### src/rtl/motor_shutdown_seq.sv
// Motor shutdown sequencer: on a watchdog shutdown it ramps the PWM duty down, brakes and latches the fault.
// Build option MOTOR_SHUTDOWN_SOFT_RAMP_EN selects stepped ramps; otherwise the ramps are single-cycle jumps.
module motor_shutdown_seq #(
  parameter int RAMP_STEP   = 16,
  parameter int RAMP_DIV    = 4,
  parameter int REARM_QUIET = 250
) (
  input  logic       clk_1khz,
  input  logic       rst,
  input  logic       shtdwn_in,
  input  logic [7:0] duty_cmd,
  input  logic       restart_req,
  output logic [7:0] duty_out,
  output logic       motor_en,
  output logic       brake,
  output logic       fault_latched,
  output logic [3:0] fault_cnt,
  output logic       restart_nack,
  output logic [1:0] state
);

`ifdef MOTOR_SHUTDOWN_SOFT_RAMP_EN
  localparam bit SOFT_RAMP = 1'b1;
`else
  localparam bit SOFT_RAMP = 1'b0;
`endif

  localparam int DIV_W   = (RAMP_DIV > 1) ? $clog2(RAMP_DIV) : 1;
  localparam int QUIET_W = $clog2(REARM_QUIET + 1);
  localparam logic [DIV_W-1:0]   DIV_LAST  = DIV_W'(RAMP_DIV - 1);
  localparam logic [QUIET_W-1:0] QUIET_MAX = QUIET_W'(REARM_QUIET);
  localparam logic [8:0]         STEP9     = 9'(RAMP_STEP);

  typedef enum logic [1:0] {
    ST_RUN   = 2'd0,
    ST_RAMP  = 2'd1,
    ST_HALT  = 2'd2,
    ST_REARM = 2'd3
  } state_e;

  state_e             state_q, state_d;
  logic [7:0]         duty_q, duty_d;
  logic               motor_en_q, motor_en_d;
  logic               brake_q, brake_d;
  logic               fault_q, fault_d;
  logic [3:0]         cnt_q, cnt_d;
  logic               nack_q, nack_d;
  logic [QUIET_W-1:0] quiet_q, quiet_d;
  logic [DIV_W-1:0]   div_q, div_d;
  logic               rr_q, rr_d;

  logic               restart_edge;
  logic               step_tick;
  logic [8:0]         up9;
  logic [7:0]         duty_up;
  logic [7:0]         duty_dn;
  logic [3:0]         cnt_inc;

  always_comb begin
    rr_d         = restart_req;
    restart_edge = restart_req & ~rr_q;
    step_tick    = (div_q == DIV_LAST);
    // 9-bit sum so a large step near 255 clamps to the command instead of wrapping
    up9          = {1'b0, duty_q} + STEP9;
    duty_up      = (up9 > {1'b0, duty_cmd}) ? duty_cmd : up9[7:0];
    duty_dn      = ({1'b0, duty_q} > STEP9) ? (duty_q - STEP9[7:0]) : 8'd0;
    cnt_inc      = (cnt_q == 4'hF) ? 4'hF : (cnt_q + 4'd1);

    state_d = state_q;
    duty_d  = duty_q;
    fault_d = fault_q;
    cnt_d   = cnt_q;
    nack_d  = 1'b0;
    quiet_d = '0;
    div_d   = step_tick ? '0 : (div_q + DIV_W'(1));

    case (state_q)
      ST_RUN: begin
        duty_d = duty_cmd;
        if (shtdwn_in) begin
          state_d = ST_RAMP;
          fault_d = 1'b1;
          cnt_d   = cnt_inc;
          div_d   = '0;
          duty_d  = SOFT_RAMP ? duty_q : 8'd0;
        end
      end
      ST_RAMP: begin
        if (SOFT_RAMP) begin
          if (step_tick) begin
            duty_d = duty_dn;
            if (duty_dn == 8'd0) state_d = ST_HALT;
          end
        end else begin
          duty_d  = 8'd0;
          state_d = ST_HALT;
        end
      end
      ST_HALT: begin
        duty_d = 8'd0;
        if (shtdwn_in)               quiet_d = '0;
        else if (quiet_q == QUIET_MAX) quiet_d = quiet_q;
        else                         quiet_d = quiet_q + QUIET_W'(1);
        // A shutdown coinciding with the restart edge always wins
        if (restart_edge) begin
          if (!shtdwn_in && (quiet_q == QUIET_MAX)) begin
            state_d = ST_REARM;
            div_d   = '0;
          end else begin
            nack_d = 1'b1;
          end
        end
      end
      ST_REARM: begin
        if (shtdwn_in) begin
          state_d = ST_RAMP;
          cnt_d   = cnt_inc;
          div_d   = '0;
          duty_d  = SOFT_RAMP ? duty_q : 8'd0;
        end else if (SOFT_RAMP) begin
          if (step_tick) begin
            duty_d = duty_up;
            if (duty_up == duty_cmd) begin
              state_d = ST_RUN;
              fault_d = 1'b0;
            end
          end
        end else begin
          duty_d  = duty_cmd;
          state_d = ST_RUN;
          fault_d = 1'b0;
        end
      end
      default: begin
        state_d = ST_HALT;
        duty_d  = 8'd0;
      end
    endcase

    // Enables follow the next state so they stay aligned with the registered state
    motor_en_d = (state_d != ST_HALT);
    brake_d    = (state_d == ST_HALT);
  end

  always_ff @(posedge clk_1khz or posedge rst) begin
    if (rst) begin
      state_q    <= ST_HALT;
      duty_q     <= 8'd0;
      motor_en_q <= 1'b0;
      brake_q    <= 1'b1;
      fault_q    <= 1'b0;
      cnt_q      <= 4'd0;
      nack_q     <= 1'b0;
      quiet_q    <= '0;
      div_q      <= '0;
      rr_q       <= 1'b0;
    end else begin
      state_q    <= state_d;
      duty_q     <= duty_d;
      motor_en_q <= motor_en_d;
      brake_q    <= brake_d;
      fault_q    <= fault_d;
      cnt_q      <= cnt_d;
      nack_q     <= nack_d;
      quiet_q    <= quiet_d;
      div_q      <= div_d;
      rr_q       <= rr_d;
    end
  end

  assign duty_out      = duty_q;
  assign motor_en      = motor_en_q;
  assign brake         = brake_q;
  assign fault_latched = fault_q;
  assign fault_cnt     = cnt_q;
  assign restart_nack  = nack_q;
  assign state         = state_q;

endmodule

### config.mk
export PLATFORM = sky130hd
export DESIGN_NAME = motor_shutdown_seq
export DESIGN_NICKNAME = d
export VERILOG_FILES = /design/src/rtl/motor_shutdown_seq.sv
export SDC_FILE = /design/constraint.sdc
export NUM_CORES = 1
export LEC_CHECK = 0
export ABC_AREA = 1
export BUFFER_PORTS_ARGS = -buffer_cell sky130_fd_sc_hd__buf_2
export CAP_MARGIN = 15
export CORE_AREA = 5 5 90 67
export CTS_BUF_LIST = sky130_fd_sc_hd__clkbuf_4 sky130_fd_sc_hd__clkbuf_8
export CTS_CLUSTER_SIZE = 25
export DETAILED_ROUTE_END_ITERATION = 10
export DIE_AREA = 0 0 95 72
export PLACE_DENSITY = 0.52
export SETUP_SLACK_MARGIN = 0.5
export SYNTH_ARGS = -nofsm -noshare
export SYNTH_HDL_FRONTEND = slang
export SYNTH_SLANG_ARGS = --single-unit
### constraint.sdc
create_clock -name clk_1khz -period 2.1 [get_ports clk_1khz]
set_input_delay 0.63 -clock clk_1khz [delete_from_list [all_inputs] [get_ports clk_1khz]]
set_output_delay 0.63 -clock clk_1khz [all_outputs]
set_load 0.03 [all_outputs]
### After elaboration in Yosys (flattened, before gate mapping)

Cells that the tools add are included.
W data, S select, Z words.

| word-level totals | value |
|---|---|
| output and inout bits | 18 |
| logic and storage cells | 48 |
| register bits | 27 |
| input port bits | 12 |

| cells by class | value |
|---|---|
| equality and inequality tests | 10 |
| $add $sub $neg | 2 |
| reduce and logical (&&, ||, !) cells | 8 |
| muxes and demuxes | 17 |
| bitwise gates (word level) | 2 |

Operators with widths:

| cell | count |
|---|---|
| $mux W8 | 4 |
| $pmux W8 S2 | 1 |
| $add A8 B1 Y8 const B | 1 |
| $eq A8 B8 Y1 const B | 1 |
| $pmux W2 S4 | 1 |
| $eq A2 B2 Y1 const B | 3 |
| $mux W1 | 6 |
| $mux W2 | 3 |
| $ne A2 B2 Y1 const B | 3 |
| $add A4 B1 Y4 const B | 1 |
| $eq A4 B4 Y1 const B | 1 |
| $mux W4 | 1 |
| $reduce_or A2 Y1 | 2 |
| $ne A3 B3 Y1 const B | 1 |
| $reduce_and A3 Y1 | 1 |
| $eq A2 B1 Y1 const B | 1 |
| $logic_not A2 Y1 | 1 |
| $pmux W1 S2 | 1 |
| $reduce_and A2 Y1 | 1 |
| $reduce_bool A2 Y1 | 1 |
| $and A1 B1 Y1 | 1 |
| $logic_and A1 B1 Y1 | 1 |
| $logic_not A1 Y1 | 1 |
| $not A1 Y1 | 1 |

### Depth between registers and ports, before layout

| logic depth | value |
|---|---|
| depth in word-level cells | 6 |
| gate-level depth with buffers | 9 |
| depth with buffers taken out | 9 |

### Worst setup path after synthesis

No wires, ideal clock.

| path | value |
|---|---|
| path type | reg-to-reg |
| start point | register state_q[1], in the netlist state[1] |
| end point | register cnt_q[3], in the netlist fault_cnt[3] |
| library setup time | 0.126 ns |
| data required time | 1.974 ns |
| buffers on the path | 0 |
| setup slack | 0.534 ns |
| period minus slack after synthesis | 1.566 ns |
| stages on the path, launching flop included | 9 |
| arrival time | 1.440 ns |
| cells stage by stage | dfstp_2 > inv_1 > ha_1 > inv_1 > nand2_1 > nor2_1 > nand3_1 > nand2_1 > nand3_1 |

| between the ends | value |
|---|---|
| cells in the longest elaborated chain, start to end | 3 |
| elaborated cells on any way between the ends | 4 |
| those cells by class | eq/ne: 1; reduce/logical: 3 |

Ends and longest elaborated chain:

| what | RTL line | RTL |
|---|---|---|
| start, declared | 41 | `state_e state_q, state_d;` |
| start signal, assigned | 158 | `state_q <= state_d;` |
| $eq A2 B2 Y1 or $logic_not A2 Y1 (tied branches) | 77 | `case (state_q)` |
| $reduce_or A2 Y1 (no line) (*) | n/a |  |
| $reduce_and A2 Y1 (no line) (*) | n/a |  |
| end signal, assigned | 163 | `cnt_q <= cnt_d;` |
| end, declared | 46 | `logic [3:0] cnt_q, cnt_d;` |

Mark *: on every way between the ends. The rest lies on a longest branch, timed or not.
A chain may end at the register's enable or synchronous reset.

### Final worst setup path

| path | value |
|---|---|
| start point | register state_q[1], in the netlist state[1] |
| end point | output port state[1] |

RTL lines:

| what | RTL line | RTL |
|---|---|---|
| end, declared | 19 | `output logic [1:0] state` |

No word-level cell between the ends.

==> impl_metrics.yaml <==
outcome:
  status: "completed"
setup_path:
  crit_path_end_kind: "output pin"
  worst_path_largest_cell_delay_ps: 560
  slowest_stage: "dfstp_2"
  crit_buf_inv: 1
  path_cells: "buf_6"
  cp_max_fo: 3
  reg2regPathDepth: 6
  crit_arrival_ps: 960
  r2r_slack_ps: 640
  required_ps: 1470
  critPathKind: "reg -> out"
  r2r_start: "state[1]$_DFF_PP1_"
  cp_top_family: "flip-flops"
  worstReg2RegEnd: "quiet_q[4]$_DFFE_PP0P_"
  critPathLaunchType: "register"
layout:
  num-nets-final: 197
  antenna_cells: 0
  final_common_cell: "nand2_1"
  fillerInstances: 576
  drive_gt1_share_pct: 29.2
  layout_common_cells: "nand2_1, buf_2, dfrtp_1"
  area_growth_pct: 30.2
timing:
  rsz0062_at_grt: "yes"
  tightestPinTransition_ps: 388
  slew_headroom_pct: 74.1
  setup_viol: 0
  min_period_ps: 1590
  max_freq_mhz: 630
  fin_crit_sh_pct: 75.6
  hold_viol_final: 0
  fin_tns_setup_ps: 0
  slew_viol_final: 0
  fin_skew_ps: 3.72
pwr:
  combPwrFrac_pct: 49.4
  p_seq_share_pct: 36.3
  p_switching_mw: 0.933
  p_clk_share_pct: 14.3
  p_int_mw: 1.20
  swShare_pct: 43.8
  power_mw: 2.13
  ir_worst_vdd_mv: 0.879
  leakage_nw: 0.815
  power_density_nw_per_um2: 1340
global_route:
  grt_overflow: 0
  grt_first_pass_wirelength_um: 4620
  track_usage_pct: 8.70
  grt_max_degree: 28
  grt_antenna_before_repair: 0
  grt_pass1_vias: 985
detailed_routing:
  vias_per_cell: 3.84
  drt_pre_antenna_iters: 4
  drt_iter0_markers: 51
  routed_wl_um: 2620
  vias: 961
  wl_per_cell_um: 10.5
  drc: 0
  ant_nets: 0
placed_design:
  dp_hpwl_um: 1970
  finalWeightedCongestion: 0.800
  portBuffers: 29
floorplanning:
  design.core.area_sq_um: 5060
  initial_core_util_pct: 24.1
  die_h_um: 72
  rows: 22
  dieArea_sq_um: 6840
  io_pins: 30
  die_x_um: 95
clock_network:
  cts_tree: "yes"
  cts_buffers: 3
  root_buffer: "clkbuf_8"
  cts_num_sinks: 27
  clk_pin_slew_ps: 90
  h-tree-depth: 1
  hold_buffers: 0
  clk_latency_ps: 270
  clock_path_buffers: 2
logic_synthesis:
  yosys_warnings: 0
  syn-num-nets: 160
  synth_edf_count: 0
  synth_area_sq_um: 1220
  yosys-top-cells-area: "dfrtp_1, nand2_1, nor2_1, ha_1, inv_1"
  synth_flop_cell: "dfrtp_1"
  synth_cells: 142
  synth.largest_area_cell: "dfrtp_1"
  ys_async_sr_fraction_pct: 100
  yosysTopAreaCellShare_pct: 51.2
  ys_types: 18
  ys_seq_elements: 27
  syn_area_per_cell_sq_um: 8.61
  seq_area_frac_synth_pct: 55.5
run:
  maxCapViolations: 0
min_path:
  min_path_type: "in -> async"
[metrics by stage]
stage / hold slack [ps] / utilization [%] / instances / area, sq um / worst slack, ps
5_1_grt: 441 / 31.4 / 250 / 1590 / 473
3_5_place_dp: 469 / 28.8 / 243 / 1460 / 537
6_report: 403 / 31.4 / 250 / 1590 / 513
3_3_place_gp: 467 / 28.8 / 243 / 1460 / 550
4_1_cts: 412 / 30.0 / 247 / 1520 / 468
2_1_floorplan: 430 / - / 142 / 1220 / 534
[synth_stat cells, types with 2 or more instances]
cell type  number
a21oi_1         5
dfrtp_1        25
dfstp_2         2
ha_1            6
inv_1          19
nand2_1        30
nand3_1        12
nor2_1         26
nor3_1          2
o21ai_0         7
[sequential cells by signal, indices dropped and copies added (netlist names)]
| signal | flops |
|---|---|
| duty_out | 8 |
| quiet_q | 8 |
| fault_cnt | 4 |
| state | 2 |
| brake | 1 |
| fault_latched | 1 |
| motor_en | 1 |
| restart_nack | 1 |
| rr_q | 1 |
[worst register-to-register path, delay by kind of cell, from the launching register on]
| kind | cells | cell delay [ps] |
|---|---|---|
| DFF | 1 | 560 |
| and+or+nand+nor | 1 | 150 |
| AOI/OAI and AO/OA | 2 | 240 |
| buffers and inverters | 2 | 240 |
| adders and majority gates | 1 | 220 |
[layout make-up]
| class | count | area, sq um | area share (%) |
|---|---|---|---|
| clock buffers | 4 | 48.8 | 3.07 |
| inverters | 19 | 71.3 | 4.48 |
| multi-input cells | 94 | 500 | 31.4 |
| flip-flops and latches | 27 | 679 | 42.7 |
| well taps | 72 | 90.1 | 5.66 |
| repair buffers | 34 | 201 | 12.7 |
[cells by family (layout without fill, tap and decap cells)]
kind of cell	after synthesis	after routing	synth area share (%)
AND/OR/NAND/NOR	75	75	26.0
flip-flops	27	27	55.5
adder cells (fa/ha/maj)	6	6	6.14
AO/OA/AOI/OAI	13	13	5.53
buffers and inverters	21	57	6.86
[timing repair]
| item | CTS | global route |
|---|---|---|
| buffers inserted | 0 | 3 |
| setup endpoints to repair | 2 | 8 |
| gates resized for setup | 4 | 13 |
| hold endpoints to repair | 0 | 0 |
| pin swaps | 0 | 1 |
[worst max path at each step]
stage | startpoint | end | slack, ps | depth (start not counted)
floorplan | state[1]$_DFF_PP1_ | fault_cnt[3]$_DFFE_PP0P_ | 530 | 8
global placement | shtdwn_in | brake$_DFF_PP1_ | 550 | 6
detailed placement | shtdwn_in | brake$_DFF_PP1_ | 540 | 6
CTS | state[1]$_DFF_PP1_ | state[1] | 470 | 1
global route | state[1]$_DFF_PP1_ | state[1] | 470 | 1
finish | state[1]$_DFF_PP1_ | state[1] | 510 | 1
[per-layer routing]
| layer | up-vias | share of wire (%) | wire length (um) | global-route usage [%] |
|---|---|---|---|---|
| met5 | - | 0 | 0 | 0 |
| met4 | 0 | 1.2 | 32 | 1.92 |
| met3 | 4 | 7.2 | 190 | 3.52 |
| met2 | 24 | 38 | 1000 | 12.3 |
| met1 | 420 | 53 | 1400 | 12.4 |
| li1 | 513 | - | - | - |
[power groups by stage]
stage / sequential, mW / combinational (mW) / clock [mW]
after floorplan: 1.04 / 0.367 / 0
after global placement: 0.788 / 0.891 / 0
after detailed placement: 0.783 / 0.891 / 0
after CTS: 0.781 / 0.915 / 0.327
after global routing: 0.797 / 1.18 / 0.347
final: 0.774 / 1.05 / 0.304
Note: power is estimated with default switching activity, not from simulation.
